**src/rtl/rx_fifo_rr_scheduler.sv**
```systemverilog
// Round-robin read scheduler: shares one downstream serial-bit path among
// CH_NUM receive FIFOs, granting each channel bursts of up to BURST_LEN reads.
// Ports:
//   clk_100m, rst   : clock, asynchronous active-high reset
//   ch_en_i         : per-channel service enable
//   empty_i, full_i : FIFO status flags
//   dout_i          : FIFO read data, channel i at [4i+3:4i] (bit0 = data)
//   rd_en_o         : FIFO read enables (combinational, at most one high)
//   data_out        : {vld,2'b00,bit}, registered
//   ch_id_o         : channel of data_out / burst_end_o
//   burst_end_o     : one-cycle pulse closing a burst
//   busy_o          : scheduler not idle
//   ovf_flag_o      : sticky per-channel overflow flags
//   clr_ovf_i       : clears all overflow flags (a set in the same cycle wins)
module rx_fifo_rr_scheduler #(
    parameter int unsigned CH_NUM    = 4,
    parameter int unsigned CH_W      = 2,
    parameter int unsigned BURST_LEN = 16,
    parameter int unsigned BL_W      = 5
) (
    input  logic                  clk_100m,
    input  logic                  rst,
    input  logic [CH_NUM-1:0]     ch_en_i,
    input  logic [CH_NUM-1:0]     empty_i,
    input  logic [CH_NUM-1:0]     full_i,
    input  logic [4*CH_NUM-1:0]   dout_i,
    output logic [CH_NUM-1:0]     rd_en_o,
    output logic [3:0]            data_out,
    output logic [CH_W-1:0]       ch_id_o,
    output logic                  burst_end_o,
    output logic                  busy_o,
    output logic [CH_NUM-1:0]     ovf_flag_o,
    input  logic                  clr_ovf_i
);

    typedef enum logic [1:0] {
        S_IDLE,
        S_READ,
        S_WAIT,
        S_DONE
    } state_t;

    state_t            state_q, state_d;
    logic [CH_W-1:0]   gnt_q, gnt_d;
    logic [CH_W-1:0]   last_q, last_d;
    logic [BL_W-1:0]   cnt_q, cnt_d;
    logic              wait_q, wait_d;

    logic [CH_NUM-1:0] req;
    logic              pick_vld;
    logic [CH_W-1:0]   pick;
    logic [CH_W-1:0]   cand;

    logic              rd_en_d1;
    logic [CH_W-1:0]   gnt_d1;

    // Only bit0 of each FIFO word carries data; the valid flag is regenerated.
    logic              dout_unused;
    assign dout_unused = ^dout_i;

    assign req = ch_en_i & ~empty_i;

    // Round-robin pick: first requester after the last grant, wrapping.
    always_comb begin
        pick_vld = 1'b0;
        pick     = '0;
        cand     = '0;
        for (int unsigned k = 1; k <= CH_NUM; k++) begin
            cand = CH_W'((32'(last_q) + k) % CH_NUM);
            if (!pick_vld && req[cand]) begin
                pick_vld = 1'b1;
                pick     = cand;
            end
        end
    end

    // Control state register.
    always_ff @(posedge clk_100m or posedge rst) begin
        if (rst) begin
            state_q <= S_IDLE;
            gnt_q   <= '0;
            last_q  <= CH_W'(CH_NUM - 1);
            cnt_q   <= '0;
            wait_q  <= 1'b0;
        end else begin
            state_q <= state_d;
            gnt_q   <= gnt_d;
            last_q  <= last_d;
            cnt_q   <= cnt_d;
            wait_q  <= wait_d;
        end
    end

    // Next-state logic and read enables.
    // wait_q marks that two drain cycles remain; an exit with no read in the
    // READ cycle has already spent one of them, so only one WAIT cycle follows.
    always_comb begin
        state_d = state_q;
        gnt_d   = gnt_q;
        last_d  = last_q;
        cnt_d   = cnt_q;
        wait_d  = wait_q;
        rd_en_o = '0;
        case (state_q)
            S_IDLE: begin
                if (pick_vld) begin
                    gnt_d   = pick;
                    last_d  = pick;
                    cnt_d   = '0;
                    state_d = S_READ;
                end
            end
            S_READ: begin
                if (ch_en_i[gnt_q] && !empty_i[gnt_q]) begin
                    rd_en_o[gnt_q] = 1'b1;
                    cnt_d          = cnt_q + BL_W'(1);
                    if (cnt_q == BL_W'(BURST_LEN - 1)) begin
                        state_d = S_WAIT;
                        wait_d  = 1'b1;
                    end
                end else begin
                    state_d = S_WAIT;
                    wait_d  = 1'b0;
                end
            end
            S_WAIT: begin
                if (wait_q) begin
                    wait_d = 1'b0;
                end else begin
                    state_d = S_DONE;
                end
            end
            S_DONE: begin
                if (pick_vld) begin
                    gnt_d   = pick;
                    last_d  = pick;
                    cnt_d   = '0;
                    state_d = S_READ;
                end else begin
                    state_d = S_IDLE;
                end
            end
            default: state_d = S_IDLE;
        endcase
    end

    // Output datapath: FIFO data arrives one cycle after rd_en, then is registered.
    always_ff @(posedge clk_100m or posedge rst) begin
        if (rst) begin
            rd_en_d1    <= 1'b0;
            gnt_d1      <= '0;
            data_out    <= '0;
            ch_id_o     <= '0;
            burst_end_o <= 1'b0;
            busy_o      <= 1'b0;
        end else begin
            rd_en_d1    <= |rd_en_o;
            gnt_d1      <= gnt_q;
            burst_end_o <= (state_d == S_DONE);
            busy_o      <= (state_d != S_IDLE);
            if (rd_en_d1) begin
                data_out <= {1'b1, 2'b00, dout_i[{gnt_d1, 2'b00}]};
                ch_id_o  <= gnt_d1;
            end else begin
                data_out <= '0;
                if (state_d == S_DONE) begin
                    ch_id_o <= gnt_q;
                end
            end
        end
    end

    // Sticky overflow flags.
    always_ff @(posedge clk_100m or posedge rst) begin
        if (rst) begin
            ovf_flag_o <= '0;
        end else begin
            ovf_flag_o <= (ovf_flag_o & ~{CH_NUM{clr_ovf_i}}) | full_i;
        end
    end

endmodule

```
**config.mk**
```make
export PLATFORM = sky130hd
export DESIGN_NAME = rx_fifo_rr_scheduler
export DESIGN_NICKNAME = d
export VERILOG_FILES = /design/src/rtl/rx_fifo_rr_scheduler.sv
export SDC_FILE = /design/constraint.sdc
export NUM_CORES = 1
export LEC_CHECK = 0
export CORE_MARGIN = 2
export CORE_UTILIZATION = 30
export CTS_BUF_LIST = sky130_fd_sc_hd__clkbuf_4 sky130_fd_sc_hd__clkbuf_8
export CTS_CLUSTER_SIZE = 25
export DETAILED_ROUTE_END_ITERATION = 7
export SLEW_MARGIN = 20
export SYNTH_ARGS = -nofsm -noshare
export SYNTH_HDL_FRONTEND = slang
export SYNTH_SLANG_ARGS = --single-unit
```
**constraint.sdc**
```tcl
create_clock -name clk_100m -period 2.6 [get_ports clk_100m]
set_clock_uncertainty 0.1 [all_clocks]
set_input_delay 0.26 -clock clk_100m [delete_from_list [all_inputs] [get_ports clk_100m]]
set_output_delay 0.26 -clock clk_100m [all_outputs]
set_load 0.05 [all_outputs]
```
# Yosys cells after proc, flatten, opt, wreduce, memory -nomap -nowiden
# Cells that the tools add are included.
dict set report totals {
  inputBits 31
  register_bits 27
  elab_cells 97
}
dict set report op_classes {
  n_reduce_logical 19
  add_sub_neg 5
  eq_ne 8
  bitwise 5
  n_mux 41
  n_lt_le_gt_ge 7
}
# op n
set ops {}
lappend ops {{two-way mux 2 bit} 10}
lappend ops {{less-than comparator 2 x 3 -> 1 bit, second input constant} 5}
lappend ops {{two-way mux 1 bit} 15}
lappend ops {{binary-select mux 1 bit (select 2 bit)} 7}
lappend ops {{two-way mux 4 bit} 3}
lappend ops {{two-way mux 5 bit} 2}
lappend ops {{case mux 5 bit (2 select lines)} 1}
lappend ops {{AND 4 bit} 2}
lappend ops {{NOT 4 bit} 2}
lappend ops {{case mux 2 bit (4 select lines)} 1}
lappend ops {{nonzero test 2 bit} 4}
lappend ops {{equality test 2 bit, second input constant} 3}
lappend ops {{adder 5 x 1 -> 5 bit, second input constant} 1}
lappend ops {{equality test 5 x 4 -> 1 bit, second input constant} 1}
lappend ops {{logical AND 1 bit} 5}
lappend ops {{less-than comparator 4 x 5 -> 1 bit, second input constant} 1}
lappend ops {{adder 2 x 1 -> 2 bit, second input constant} 2}
lappend ops {{adder 2 bit, second input constant} 2}
lappend ops {{logical NOT 1 bit} 4}
lappend ops {{OR 4 bit} 1}
lappend ops {{AND reduction 2 bit} 2}
lappend ops {{OR reduction 4 bit} 1}
lappend ops {{!= test 3 bit, second input constant} 1}
lappend ops {{AND reduction 3 bit} 1}
lappend ops {{other kinds (8)} 8}

# Longest topological paths before layout
dict set report logic_depth {
  ltp_word 19
  ltp_mapped 8
}

# Worst setup path after synthesis
# Ideal clock, no wire load.
dict set report synth_path {
  path_kind {register -> output}
  from {register gnt_q[0]}
  to {output rd_en_o[1]}
  arrival_time_ns 2.310
  n_path_buf 0
  path_slack_ns -0.070
  path_stages_with_launch 4
  path_cell_list {dfrtp_1 mux4_2 nand2b_4 nor3b_1}
}
dict set report synth_between {
  elab_chain_len 6
}
# item line_no
set synth_lines {}
lappend synth_lines {{from (decl)} 44} ;# logic [CH_W-1:0] gnt_q, gnt_d;
lappend synth_lines {{from (signal assigned)} 87} ;# gnt_q <= gnt_d;
lappend synth_lines {{less-than comparator 2 x 3 -> 1 bit (not written as such), or another cell as far along} 115} ;# rd_en_o[gnt_q] = 1'b1;
lappend synth_lines {{logical AND 1 bit (not written as such) or two-way mux 1 bit (tied branches)} {115, 114}}
lappend synth_lines {{two-way mux 1 bit (not written as such) or logical NOT 1 bit (tied branches)} {115, 114}}
lappend synth_lines {{demux 1 bit (select 2 bit) or logical AND 1 bit (tied branches)} {115, 114}}
lappend synth_lines {{two-way mux 4 bit (*)} 114} ;# if (ch_en_i[gnt_q] && !empty_i[gnt_q]) begin
lappend synth_lines {{two-way mux 4 bit (*)} 104} ;# case (state_q)
lappend synth_lines {{to (decl)} 27} ;# output logic [CH_NUM-1:0] rd_en_o,
# Every way passes the cells marked *; elsewhere a longest branch is shown, timed or not. The select of a mux whose other input is x is not followed.

# Worst setup path after layout
dict set report layout_path {
  from {input ch_en_i[3]}
  to {output rd_en_o[2]}
}
dict set report layout_between {
  elab_chain_len 5
}
# item line_no
set layout_lines {}
lappend layout_lines {{from (decl)} 23} ;# input logic [CH_NUM-1:0] ch_en_i,
lappend layout_lines {{binary-select mux 1 bit (select 2 bit)} 114}
lappend layout_lines {{two-way mux 1 bit (not written as such)} 114}
lappend layout_lines {{logical AND 1 bit} 114}
lappend layout_lines {{two-way mux 4 bit} 114}
lappend layout_lines {{two-way mux 4 bit} 104}
# Every way passes these cells. The select of a mux whose other input is x is not followed.

==> summary.md <==
| Metric | Value |
|---|---|
| Status | finished, final reports clean |
| WP data arrival | 2060 ps |
| CTS Hold Bufs | 0 |
| Yosys cell types | 40 |
| R2R cell count | 5 |
| Power, Total | 1.84 mW |
| Primary FF master, synth | dfrtp_1 |
| Worst min-delay path class | input pin to asynchronous set/reset pin |
| Die ar. | 4850 sq um |
| Worst EP required | 2240 ps |
| Num CTS Buffers | 3 |
| Worst R2R End | ch_id_o[1] |
| GRT Total Usage | 0.112 |
| Met2 Routed Length | 1140 microns |
| Clock Latency Late Sink | 270 ps |
| Pleak | 0.797 nW |
| Number of synthesized register bits | 25 |
| Io pins | 47 |
| Max VDD drop | 0.467 mV |
| Maximum buffer depth of the clock tree | 2 |
| Fmax | 0.414 GHz |
| Wire per inst | 12.1 microns |
| Period minus WS final | 2420 ps |
| Post-Syn Area | 1290 sq um |
| Total number of yosys warnings | 0 |
| Post-DR vias/cell | 4.94 |
| Post-CTS setup buffers | 0 |
| Hpwl dp | 1900 microns |
| Slew @ Worst Pin | 504 ps |
| WL met3 | 146 microns |
| H-tree lvl count | 1 |
| Area Overhead vs Synth | 36.6% |
| Placer Congestion | 0.731 |
| Post-synth ARST share | 1.00 |
| Share of layout cells above drive strength 1 | 0.167 |
| First-pass GRT wire length | 4480 microns |
| Final setup viols | 0 |
| Num rows | 23 |
| Post-cts resize count | 0 |
| Synthesized instance count | 120 |
| Dominant cells by area after synthesis | dfrtp_1, ha_1, nand2_1, nand2b_4, dfstp_2 |
| Reg-to-reg slack, setup | 550 ps |
| RSZ-0062 raised after global routing | false |
| Crit path kind | input pin to output pin |
| Final slew viol count | 0 |
| # clock sinks | 25 |
| Die Y | 69.7 microns |
| Number of global-route vias before repair | 975 |
| Area fraction of the dominant cell type after synthesis | 0.445 |
| Met1 wire length | 1200 microns |
| DR iter-0 viols | 32 |
| EDFF count, synth | 0 |
| Worst-path fanout max | 8 |
| Number of max-cap violations | 0 |
| Max-slew headroom | 0.663 |
| Final wirelength | 2500 microns |
| Final nets | 194 |
| Crit end category | output pin |
| Reg clk slew, reported paths | 90 ps |
| Starting density of the core | 0.317 |
| Final hold viol count | 0 |
| Diode count | 0 |
| First-pass DRT Iterations | 4 |
| Critical Path Start Type | input pin |
| Root Driver | clkbuf_8 |
| DRT antenna net count | 0 |
| Post-synth top area cell | dfrtp_1 |
| Avg Cell Area, Syn | 10.8 sq um |
| Sequential area share after synthesis | 0.485 |
| Die W | 69.7 microns |
| Core ar. | 4090 sq um |
| Worst R2R Start | gnt_q[0] |
| Highest Signal Layer | met4 |
| Setup_tns | 0 ps |
| Antenna violations before repair | 0 |
| CTS tree | built |
| Buffers on Ports | 32 |
| Pwr dens | 1040 nW/um^2 |
| Grt ovf | 0 |
| DR vias | 1017 |
| Largest net degree at the start of global routing | 26 |
| Remaining DRCs | 0 |
| Period Utilization, post-route | 0.929 |
==> registers in the layout (all words and copies together) (netlist names) <==
register,count
data_out,2
state_q,2
ovf_flag_o,4
burst_end_o,1
ch_id_o,2
gnt_d1,2
wait_q,1
busy_o,1
last_q,2
gnt_q,2
cnt_q,5
rd_en_d1,1
==> layer usage <==
layer / up-vias / GRT usage
li1: 493 / -
met1: 490 / 0.146
met2: 32 / 0.183
met3: 2 / 0.0334
met4: 0 / 0.0256
met5: - / 0
==> how the worst max path moves through the flow <==
stage | startpoint | end | slack (ps) | cells after the start
final | ch_en_i[3] | rd_en_o[2] | 180 | 8
after global routing | gnt_q[0] | rd_en_o[2] | 80 | 6
after CTS | ch_en_i[3] | rd_en_o[2] | 180 | 8
after detailed placement | ch_en_i[3] | rd_en_o[2] | 180 | 8
after global placement | ch_en_i[3] | rd_en_o[2] | 190 | 8
after floorplan | gnt_q[0] | rd_en_o[0] | 30 | 3
==> worst max-delay path, stage by stage <==
cell and delay (ps):
clkdlybuf4s50_1 500, nand2b_4 90, mux4_2 520, nand2b_4 190
inv_2 90, nand2_1 50, nor2_1 180, buf_12 170
==> logic make-up after synthesis <==
kind of cell,synth area share
buffers and inverters,0.0319
other,0.00290
flip-flops,0.485
multiplexers,0.0426
AND/OR/NAND/NOR,0.196
AO/OA/AOI/OAI,0.183
adder cells (fa/ha/maj),0.0580
==> cell type report <==
class,instances,area [sq um]
clock buffers,3,41.3
clock inverters,1,7.51
fillers,386,2320
inverters,7,26.3
multi-input cells,87,633
flip-flops and latches,25,628
well taps,50,62.6
repair buffers,33,368
==> power breakdown <==
group,switching [mW],total (mW),internal [mW]
registers,0.126,0.657,0.531
clock network,0.130,0.239,0.109
logic,0.533,0.940,0.406
total,0.789,1.84,1.05
==> cell usage in the layout, fill, tap and decap left out, types with 2 or more instances in the layout <==
cell type         n
dfstp_2           2
o22ai_1           2
inv_1             6
nand2b_1          2
a31oi_1           2
a21o_1            4
nand2b_4          5
a21oi_1           5
conb_1            2
a211oi_1          2
a21bo_1           2
nand2_1          19
nor2_1            6
dfrtp_1          23
clkdlybuf4s50_1  28
clkbuf_8          3
a22o_1            2
o21ai_0           4
nor2b_1           2
ha_1              6
mux4_2            2
and3_1            2
buf_12            4
==> synth_stat cells (2+ instances only) <==
library cell / instances
and3_1: 2
a21bo_1: 2
inv_1: 6
a21o_1: 4
dfrtp_1: 23
buf_4: 2
ha_1: 6
nor2_1: 6
nand2_1: 19
o22ai_1: 2
a31oi_1: 2
mux4_2: 2
dfstp_2: 2
a211oi_1: 2
nand2b_4: 5
nand2b_1: 2
o21ai_0: 4
a22o_1: 2
nor2b_1: 2
a21oi_1: 5
==> stage by stage <==
step	hold WS (ps)	area, sq um	instances	setup WS, ps	util
final	226	1770	206	185	0.432
after global routing	295	1770	206	77.6	0.432
after CTS	235	1770	206	175	0.432
after detailed placement	347	1720	202	177	0.420
after global placement	353	1720	202	188	0.420
after floorplan	186	1300	121	31.5	-
Note: power is estimated with default switching activity, not from simulation.
